## src/rtl/pio_seq_if.sv

```systemverilog
// pio_seq_if: CPU slave register bus, interrupt pair and IO-port master bus of pio_seq
//   slave  : the pio_seq side (decodes addr, drives bus_out/req_bus/intr and the m_* write)
//   master : the CPU / host side
interface pio_seq_if #(
    parameter int BUS_ADDR_DATA_LEN = 16
);
    logic [BUS_ADDR_DATA_LEN-1:0] addr;
    logic                         wr;
    logic                         rd;
    logic [7:0]                   bus_in;
    logic [7:0]                   bus_out;
    logic                         req_bus;
    logic                         intr;
    logic                         int_rst;
    logic                         m_req;
    logic                         m_gnt;
    logic [BUS_ADDR_DATA_LEN-1:0] m_addr;
    logic                         m_wr;
    logic [7:0]                   m_data;

    modport slave (
        input  addr, wr, rd, bus_in, int_rst, m_gnt,
        output bus_out, req_bus, intr, m_req, m_addr, m_wr, m_data
    );

    modport master (
        output addr, wr, rd, bus_in, int_rst, m_gnt,
        input  bus_out, req_bus, intr, m_req, m_addr, m_wr, m_data
    );
endinterface

```

## src/rtl/pio_seq.sv

```systemverilog
// pio_seq: byte-pattern sequencer that replays a FIFO of bytes onto a parallel-IO port
//   clk  : sole clock, rising edge
//   rst  : asynchronous active-low reset
//   bus  : pio_seq_if.slave -- register slave (addr/wr/rd/bus_in/bus_out/req_bus),
//          interrupt (intr/int_rst) and IO-port master write (m_req/m_gnt/m_addr/m_wr/m_data)
module pio_seq #(
    parameter int ADDRESS           = 0,
    parameter int PIO_ADDRESS       = 0,
    parameter int BUS_ADDR_DATA_LEN = 16,
    parameter int DEPTH             = 8
) (
    input logic      clk,
    input logic      rst,
    pio_seq_if.slave bus
);
    localparam int AW = BUS_ADDR_DATA_LEN;
    localparam int PW = $clog2(DEPTH);

    localparam logic [1:0] S_IDLE  = 2'd0;
    localparam logic [1:0] S_WAIT  = 2'd1;
    localparam logic [1:0] S_REQ   = 2'd2;
    localparam logic [1:0] S_WRITE = 2'd3;

    logic [1:0]    state;
    logic          en, loop, inten, ovf, donef;
    logic [15:0]   presc, cnt;
    logic [4:0]    target, tgt;
    logic [7:0]    mem [DEPTH];
    logic [PW-1:0] rptr, wptr;
    logic [PW:0]   count;

    logic       sel, w_ctrl, w_stat, w_pl, w_ph, w_data, w_tgt;
    logic       flush, en_nxt, pop, lp, push_ok, we, empty, full, done_set;
    logic [7:0] head, rdata;

    assign sel = ({1'b0, bus.addr} >= (AW+1)'(ADDRESS)) && ({1'b0, bus.addr} < (AW+1)'(ADDRESS + 8));

    assign w_ctrl = bus.wr && sel && bus.addr[2:0] == 3'd0;
    assign w_stat = bus.wr && sel && bus.addr[2:0] == 3'd1;
    assign w_pl   = bus.wr && sel && bus.addr[2:0] == 3'd2;
    assign w_ph   = bus.wr && sel && bus.addr[2:0] == 3'd3;
    assign w_data = bus.wr && sel && bus.addr[2:0] == 3'd4;
    assign w_tgt  = bus.wr && sel && bus.addr[2:0] == 3'd5;

    // Abort decisions look at the EN value being written this cycle so a
    // clear lands on the very next edge.
    assign flush  = w_ctrl && bus.bus_in[2];
    assign en_nxt = w_ctrl ? bus.bus_in[0] : en;

    assign empty = count == '0;
    assign full  = count == (PW+1)'(DEPTH);
    assign head  = mem[rptr];
    assign pop   = state == S_WRITE;
    // In loop mode the popped head is re-pushed, which owns the tail slot this cycle.
    assign lp       = pop && loop;
    assign push_ok  = w_data && !full && !lp;
    assign we       = !flush && (lp || push_ok);
    assign done_set = pop && !loop && !push_ok && count == (PW+1)'(1);

    always_comb begin
        rdata = 8'h00;
        if (bus.rd && sel)
            case (bus.addr[2:0])
                3'd0:    rdata = {4'b0, inten, 1'b0, loop, en};
                3'd1:    rdata = {3'b0, donef, ovf, state != S_IDLE, full, empty};
                3'd2:    rdata = presc[7:0];
                3'd3:    rdata = presc[15:8];
                3'd4:    rdata = empty ? 8'h00 : head;
                3'd5:    rdata = {3'b0, target};
                default: rdata = 8'h00;
            endcase
    end

    assign bus.bus_out = rdata;
    assign bus.req_bus = sel;
    assign bus.intr    = inten && donef;
    assign bus.m_req   = state == S_REQ || state == S_WRITE;
    assign bus.m_wr    = pop;
    assign bus.m_addr  = pop ? AW'(PIO_ADDRESS) + AW'(tgt) : '0;
    assign bus.m_data  = pop ? head : 8'h00;

    always_ff @(posedge clk)
        if (we) mem[wptr] <= lp ? head : bus.bus_in;

    always_ff @(posedge clk or negedge rst) begin
        if (!rst) begin
            state  <= S_IDLE;
            en     <= 1'b0;
            loop   <= 1'b0;
            inten  <= 1'b0;
            presc  <= '0;
            cnt    <= '0;
            target <= 5'h04;
            tgt    <= 5'h04;
            ovf    <= 1'b0;
            donef  <= 1'b0;
            rptr   <= '0;
            wptr   <= '0;
            count  <= '0;
        end else begin
            if (w_ctrl) {inten, loop, en} <= {bus.bus_in[3], bus.bus_in[1], bus.bus_in[0]};
            if (w_pl) presc[7:0] <= bus.bus_in;
            if (w_ph) presc[15:8] <= bus.bus_in;
            if (w_tgt) target <= bus.bus_in[4:0];
            ovf   <= (ovf || (w_data && (full || lp))) && !(w_stat && bus.bus_in[3]);
            donef <= (donef || done_set) && !(w_stat && bus.bus_in[4]) && !bus.int_rst;
            if (flush) begin
                rptr  <= '0;
                wptr  <= '0;
                count <= '0;
            end else begin
                if (we) wptr <= wptr + 1'b1;
                if (pop) rptr <= rptr + 1'b1;
                count <= count + (PW+1)'(push_ok) - (PW+1)'(pop && !loop);
            end
            // PRESC and TARGET are sampled only when leaving IDLE.
            case (state)
                S_IDLE:
                    if (en && !flush && !empty) begin
                        state <= S_WAIT;
                        cnt   <= presc;
                        tgt   <= target;
                    end
                S_WAIT:
                    if (!en_nxt || flush) state <= S_IDLE;
                    else if (cnt == 16'd0) state <= S_REQ;
                    else cnt <= cnt - 16'd1;
                S_REQ:
                    if (!en_nxt || flush) state <= S_IDLE;
                    else if (bus.m_gnt) state <= S_WRITE;
                default: state <= S_IDLE;
            endcase
        end
    end
endmodule

```

## src/flat_wrapper.sv

```systemverilog
// flat-port wrapper written by rule: the top's interface ports become plain ports
module pio_seq_flat 
#(
    parameter int ADDRESS           = 0,
    parameter int PIO_ADDRESS       = 0,
    parameter int BUS_ADDR_DATA_LEN = 16,
    parameter int DEPTH             = 8
)
  (clk, rst, bus_addr, bus_wr, bus_rd, bus_bus_in, bus_int_rst, bus_m_gnt, bus_bus_out, bus_req_bus, bus_intr, bus_m_req, bus_m_addr, bus_m_wr, bus_m_data);
  pio_seq_if #(.BUS_ADDR_DATA_LEN(BUS_ADDR_DATA_LEN)) bus_i ();
  input logic clk;
  input logic rst;
  input wire logic [$bits(bus_i.addr)-1:0] bus_addr;
  input wire logic [$bits(bus_i.wr)-1:0] bus_wr;
  input wire logic [$bits(bus_i.rd)-1:0] bus_rd;
  input wire logic [$bits(bus_i.bus_in)-1:0] bus_bus_in;
  input wire logic [$bits(bus_i.int_rst)-1:0] bus_int_rst;
  input wire logic [$bits(bus_i.m_gnt)-1:0] bus_m_gnt;
  output wire logic [$bits(bus_i.bus_out)-1:0] bus_bus_out;
  output wire logic [$bits(bus_i.req_bus)-1:0] bus_req_bus;
  output wire logic [$bits(bus_i.intr)-1:0] bus_intr;
  output wire logic [$bits(bus_i.m_req)-1:0] bus_m_req;
  output wire logic [$bits(bus_i.m_addr)-1:0] bus_m_addr;
  output wire logic [$bits(bus_i.m_wr)-1:0] bus_m_wr;
  output wire logic [$bits(bus_i.m_data)-1:0] bus_m_data;
  assign bus_i.addr = bus_addr;
  assign bus_i.wr = bus_wr;
  assign bus_i.rd = bus_rd;
  assign bus_i.bus_in = bus_bus_in;
  assign bus_i.int_rst = bus_int_rst;
  assign bus_i.m_gnt = bus_m_gnt;
  assign bus_bus_out = bus_i.bus_out;
  assign bus_req_bus = bus_i.req_bus;
  assign bus_intr = bus_i.intr;
  assign bus_m_req = bus_i.m_req;
  assign bus_m_addr = bus_i.m_addr;
  assign bus_m_wr = bus_i.m_wr;
  assign bus_m_data = bus_i.m_data;
  pio_seq #(.ADDRESS(ADDRESS), .PIO_ADDRESS(PIO_ADDRESS), .BUS_ADDR_DATA_LEN(BUS_ADDR_DATA_LEN), .DEPTH(DEPTH)) u_core (.clk(clk), .rst(rst), .bus(bus_i));
endmodule
```

## config.mk

```make
export PLATFORM = sky130hd
export DESIGN_NAME = pio_seq_flat
export DESIGN_NICKNAME = d
export VERILOG_FILES = /design/src/rtl/pio_seq_if.sv /design/src/rtl/pio_seq.sv /design/src/flat_wrapper.sv
export SDC_FILE = /design/constraint.sdc
export NUM_CORES = 1
export LEC_CHECK = 0
export BUFFER_PORTS_ARGS = -buffer_cell sky130_fd_sc_hd__buf_2
export CAP_MARGIN = 30
export CORE_UTILIZATION = 35
export DETAILED_ROUTE_END_ITERATION = 10
export SLEW_MARGIN = 10
export SYNTH_ARGS = -nofsm -noshare
export SYNTH_HDL_FRONTEND = slang
export SYNTH_SLANG_ARGS = --single-unit
```

## constraint.sdc

```tcl
create_clock -name clk -period 2.1 [get_ports clk]
set_input_delay 0.42 -clock clk [delete_from_list [all_inputs] [get_ports clk]]
set_output_delay 0.42 -clock clk [all_outputs]
set_load 0.02 [all_outputs]
```

Yosys cells after proc, flatten, opt, wreduce, memory -nomap -nowiden
Memory sizes are Yosys's and may differ from the RTL's.
Index checks and enable logic that the tools add are counted.
W data, S select, Z words.
- logic and storage cells: 112
- output and inout bits: 36
- memory bits (writable): 64
- register bits: 59
- memories kept: 1
- input bits: 30
- memories (name ; depth ; bits a word ; rd ports ; clocked after memory_dff ; wr ports ; line ; source):
    u_core.mem ; 8 ; 8 ; 1 ; 0 ; 1 ; pio_seq.sv:28 ; logic [7:0] mem [DEPTH];
- $lt $le $gt $ge: 1
- equal/unequal tests: 15
- reduce and logical (&&, ||, !) cells: 52
- multiplexer cells: 24
- add/subtract/negate cells: 5
- operator list (kind ; count):
    $mux W16 ; 3
    $pmux W8 S6 ; 1
    $mux W8 ; 4
    $pmux W16 S2 ; 1
    $logic_and A1 B1 Y1 ; 25
    $logic_not A16 Y1 ; 1
    $lt A16 B4 Y1 const B ; 1
    $sub A16 B1 Y16 const B ; 1
    $mux W3 ; 4
    $logic_not A1 Y1 ; 10
    $mux W2 ; 5
    $reduce_bool A2 Y1 ; 4
    $add A3 B1 Y3 const B ; 2
    $eq A3 B2 Y1 const B ; 2
    $eq A3 B3 Y1 const B ; 2
    $logic_or A1 B1 Y1 ; 6
    $pmux W2 S3 ; 1
    $mux W5 ; 1
    $add A4 B1 Y4 ; 1
    $eq A2 B2 Y1 const B ; 2
    $eq A4 B1 Y1 const B ; 1
    $eq A4 B4 Y1 const B ; 1
    $logic_not A4 Y1 ; 1
    $mux W4 ; 1
    other kinds (13) ; 16

Logic depth before layout (Yosys ltp)
- word-level depth: 11
- depth in mapped cells: 10
- mapped depth without buffers: 10

Worst setup path before layout
OpenSTA, ideal clock, no wires.
- path type: input port to flip-flop
- start point: in bus_addr[1]
- end point: mem u_core.mem[4][0] (enable)
- library setup time: 0.383 ns
- required time: 1.717 ns
- slack: -0.498 ns
- buffers on the path: 1
- arrival: 2.214 ns
- cell stages on the path: 6
- cells stage by stage: buf_6 -> nor4_4 -> nand4_2 -> o31ai_4 -> nand3_1 -> nor3_1
- word-level cells in the longest chain between the ends: 9
- elaborated cells on any way between the ends: 14
- classes of those cells: order compare: 1; eq/ne: 1; mux: 2; reduce/logical: 10
- ends and longest elaborated chain (item ; line ; source):
    from (decl) ; flat_wrapper.sv:13 ; input wire logic [$bits(bus_i.addr)-1:0] bus_addr;
    $lt A16 B4 Y1 ; pio_seq.sv:36 ; assign sel = ({1'b0, bus.addr} >= (AW+1)'(ADDRESS)) && ({1'b0, bus.addr} < (AW+1)'(ADDRESS + 8));
    $logic_and A1 B1 Y1 ; pio_seq.sv:38, pio_seq.sv:42 ;
    $logic_and A1 B1 Y1 ; pio_seq.sv:42 ; assign w_data = bus.wr && sel && bus.addr[2:0] == 3'd4;
    $logic_and A1 B1 Y1 (2 in a row) ; pio_seq.sv:56 ; assign push_ok = w_data && !full && !lp;
    $logic_or A1 B1 Y1 ; pio_seq.sv:57 ; assign we = !flush && (lp || push_ok);
    $logic_and A1 B1 Y1 (*) ; pio_seq.sv:57 ;
    $mux W1 (*) (2 in a row) ; pio_seq.sv:83 ; if (we) mem[wptr] <= lp ? head : bus.bus_in;
    to (decl) ; pio_seq.sv:28 ;
Mark *: on every way between the ends. The rest lies on a longest branch, timed or not.

Worst setup path in the final report
- start point: reg u_core.rptr[0]
- end point: out bus_bus_out[1]
- word-level cells in the longest chain between the ends: 4
- ends and longest elaborated chain (item ; line ; source):
    from (decl) ; pio_seq.sv:29 ; logic [PW-1:0] rptr, wptr;
    from (signal assigned) ; pio_seq.sv:113 ; if (pop) rptr <= rptr + 1'b1;
    $mem_v2 Z8 W8 ; -- ;
    $mux W8 ; pio_seq.sv:68 ; 3'd4: rdata = empty ? 8'h00 : head;
    $pmux W8 S6 ; pio_seq.sv:63 ; case (bus.addr[2:0])
    $mux W8 ; pio_seq.sv:62 ; if (bus.rd && sel)
    to (decl) ; flat_wrapper.sv:19 ; output wire logic [$bits(bus_i.bus_out)-1:0] bus_bus_out;
Every way passes these cells.

==> flow_metrics.py <==
metrics = {
    "sta": {
        "min_period_ns": 2.62,
        "finalClockSkew_ns": 0.0124,
        "fin_hold_ws_ns": 0.229,
        "maxSlewViolCount": 0,
        "setup_viol_count_final": 16,
        "worst-slew-pin-transition_ns": 0.571,
        "postLayoutSetupSlackWorst_ns": -0.524,
        "max-slew-margin-rel_pct": 61.9,
        "maxClockFrequency_mhz": 381,
        "final_cycle_utilization_of_the_critical_path_pct": 125,
        "finalHoldViolations": 0,
        "grt_setup_unrepaired": "yes",
    },
    "layout": {
        "antenna-diode-count": 0,
        "layout-area-overhead-vs-synth_pct": 34.5,
        "finalCoreUtilization_pct": 48.0,
        "multi_input_comb_area_um2": 3090,
        "regArea_um2": 3400,
        "fillers": 1590,
        "finish.cell_count_without_fillers": 880,
        "drive_gt1_share_pct": 47.8,
        "design.final.nets": 678,
    },
    "hold_path": {
        "min-delay-path-class": "in2reg",
    },
    "yosys": {
        "async_flop_share_pct": 48.0,
        "synth_mux_area_share_pct": 14.3,
        "dominant_combinational_cell_family_by_area_after_synthesis": "simple AND/OR/NAND/NOR gates",
        "synth_most_common_cell": "sky130_fd_sc_hd__edfxtp_1",
        "portion_of_the_post_synthesis_area_used_by_sequential_elements_pct": 53.3,
        "ys_warns": 0,
        "yosys.area_share.simple_pct": 15.3,
        "synthCells": 504,
        "synthesis.area_per_instance_um2": 12.7,
        "synth-compound-area-share_pct": 9.97,
        "yosys.area.top_type": "sky130_fd_sc_hd__edfxtp_1",
        "post_synthesis_share_of_cell_area_spent_on_xor_and_xnor_gates_pct": 0.686,
        "postSynth.topFlopCell": "sky130_fd_sc_hd__edfxtp_1",
        "synth_adder_area_share_pct": 2.08,
        "synth_top_cell_area_share_pct": 30.1,
        "synth_edf_count": 64,
        "synth.distinct_cells": 75,
        "ys_ff_latch": 123,
        "synth_common_cells": "64 x sky130_fd_sc_hd__edfxtp_1, 57 x sky130_fd_sc_hd__dfrtp_1, 44 x sky130_fd_sc_hd__nor2_1",
        "synth_area_leaders": "sky130_fd_sc_hd__edfxtp_1 30%, sky130_fd_sc_hd__dfrtp_1 22%, sky130_fd_sc_hd__mux4_2 5.6%",
        "synthesis.area_um2": 6390,
    },
    "critical_path": {
        "critical_path.endpoint_type": "output port",
        "nature_of_the_critical_path_startpoint": "flop",
        "critical_path_arrival_ns": 2.20,
        "crit_path_top_delay_cell": "sky130_fd_sc_hd__mux4_2",
        "timing.critical_path.fanout_max": 8,
        "crit_path_max_incr_delay_ns": 0.54,
        "worstSetupPathType": "reg2out",
        "path_delay_family": "multiplexers",
        "crit_path_cell_trace": "buf_12 -> mux4_2 -> mux2i_4 -> nor2_2 -> a21oi_2 -> a21oi_2 -> buf_2",
        "worst-endpoint-required_ns": 1.68,
        "critical_path.most_common_cell": "sky130_fd_sc_hd__a21oi_2",
        "count_of_buffering_cells_on_the_critical_path_with_inverters_included": 2,
    },
    "grt": {
        "grt_first_pass_wirelength_um": 26600,
        "grt_pass1_vias": 4745,
        "maximum_number_of_pins_on_one_net_before_global_route_repair": 38,
        "grt_use_total_pct": 19.4,
        "grt.overflow.total": 0,
        "antenna_found_initial": 0,
    },
    "placed_design": {
        "numPlacedInstances": 840,
        "place_worst_setup_slack_ns": -0.325,
        "place_hpwl_um": 12300,
        "gp_congestion": 0.941,
        "port_buffers": 54,
    },
    "routing": {
        "drt-wirelength-per-cell_um": 19.2,
        "drt_iter0_markers": 355,
        "drc": 0,
        "drt.antenna.violating_nets": 0,
        "wirelength_um": 16900,
        "drt_pre_antenna_iters": 7,
        "num_vias": 4652,
        "vias_per_cell": 5.29,
    },
    "pwr": {
        "total_power_w": 0.00571,
        "power.ir.vdd_worst_v": 0.000631,
        "power_per_cell_area_nw_per_um2": 665,
        "power.static_leakage_nw": 3.43,
    },
    "floorplan": {
        "dieArea_um2": 18800,
        "initial_utilization_pct": 35.7,
        "die-width_um": 137,
        "io-pin-count": 66,
        "fp-row-count": 49,
        "dieHeight_um": 137,
        "fp.coreArea_um2": 17900,
    },
    "cts": {
        "clkSlewWorstSetupHoldPaths_ns": 0.06,
        "insertion_delay_ns": 0.43,
        "cts_made_buffers": 17,
        "cts.sink_count": 123,
        "clock_tree.root_cell": "sky130_fd_sc_hd__clkbuf_16",
        "htree_levels": 4,
        "cts_tree": "yes",
        "clock_tree_buffer_depth": 2,
    },
    "status": {
        "status": "finished, violations left",
        "failing_checks": "negative setup slack",
    },
    "run": {
        "max-cap-violations": 0,
    },
}
-- state kept, by name (all words and copies together), names as in the netlist, 2 cells and up --
register and count:
u_core.count 4, u_core.rptr 3, u_core.presc 16, u_core.cnt 16, u_core.target 5, u_core.tgt 5
u_core.wptr 3, u_core.state 2, u_core.mem 64
-- cell families after synthesis --
logic type	Yosys count
other	1
flip-flops	123
multiplexers	63
XOR/XNOR	5
buffers and inverters	48
adder cells (fa/ha/maj)	10
AND/OR/NAND/NOR	176
AO/OA/AOI/OAI	78
-- stage by stage --
| stage | instance area [um^2] | setup TNS, ns |
|---|---|---|
| final | 8590 | -7.43 |
| after global routing | 8590 | -10.03 |
| after CTS | 8380 | -7.95 |
| after detailed placement | 7550 | -26.30 |
| after global placement | 7550 | -23.84 |
| after floorplan | 6550 | -14.67 |
-- final timing paths --
path	slack, ns	depth (start not counted)	end	start
min	0.23	3	u_core.donef$_DFF_PN0_	bus_int_rst
min in group asynchronous	0.52	2	u_core.tgt[0]$_DFFE_PN0P_	rst
max	-0.52	7	bus_bus_out[1]	u_core.rptr[0]$_DFFE_PN0P_
max in group asynchronous	0.97	3	u_core.cnt[14]$_DFFE_PN0P_	rst
min reg2reg	0.51	1	u_core.tgt[0]$_DFFE_PN0P_	u_core.tgt[0]$_DFFE_PN0P_
max reg2reg	0	8	u_core.mem[5][3]$_DFFE_PP_	u_core.rptr[0]$_DFFE_PN0P_
-- per-layer routing --
| layer | wire length [um] | track usage, % | vias to the layer above |
|---|---|---|---|
| li1 | - | - | 2173 |
| met1 | 7290 | 25.0 | 2357 |
| met2 | 8450 | 31.8 | 102 |
| met3 | 816 | 4.07 | 20 |
| met4 | 297 | 7.57 | 0 |
| met5 | 0 | 0 | - |
-- cells in the final DEF (no fill, tap or decap), types with 11 or more instances in the layout --
cell type	instances
sky130_fd_sc_hd__buf_2	40
sky130_fd_sc_hd__o21ai_0	12
sky130_fd_sc_hd__clkbuf_16	18
sky130_fd_sc_hd__nand2_1	39
sky130_fd_sc_hd__mux4_2	17
sky130_fd_sc_hd__mux2_2	28
sky130_fd_sc_hd__nor2_1	23
sky130_fd_sc_hd__nor2_2	11
sky130_fd_sc_hd__o221ai_2	11
sky130_fd_sc_hd__conb_1	11
sky130_fd_sc_hd__buf_6	19
sky130_fd_sc_hd__nand3_1	19
sky130_fd_sc_hd__edfxtp_1	64
sky130_fd_sc_hd__nor2_4	11
sky130_fd_sc_hd__dfrtp_1	55
sky130_fd_sc_hd__buf_4	72
sky130_fd_sc_hd__a21oi_1	13
-- worst min-delay path, delay by kind of cell --
| kind | cells | cell delay [ns] |
|---|---|---|
| AO/OA/AOI/OAI | 1 | 0.09 |
| buffers and inverters | 1 | 0.08 |
| AND/OR/NAND/NOR | 1 | 0.04 |
-- report_power, final --
group / switching, W / internal (W)
clock network: 0.00125 / 0.00169
logic: 0.000142 / 0.0000812
registers: 0.00000281 / 0.00254
total: 0.00140 / 0.00432
-- area by class of cell --
class | instances | share of cell area [%]
clock buffers | 17 | 4.95
clock inverters | 15 | 1.97
inverters | 11 | 0.481
multi-input cells | 343 | 35.9
flip-flops and latches | 123 | 39.6
well taps | 229 | 3.34
repair buffers | 142 | 13.7
-- timing repair --
| item | in CTS | in global routing |
|---|---|---|
| hold buffers | 1 | 0 |
| pin swaps | 2 | 17 |
| resized for setup | 46 | 48 |
| endpoints found under the hold margin | 13 | 0 |
| cloned | 1 | 1 |
| setup buffers | 3 | 4 |
| endpoints found under the setup margin | 69 | 77 |
Power figures use the tool's default switching activity.
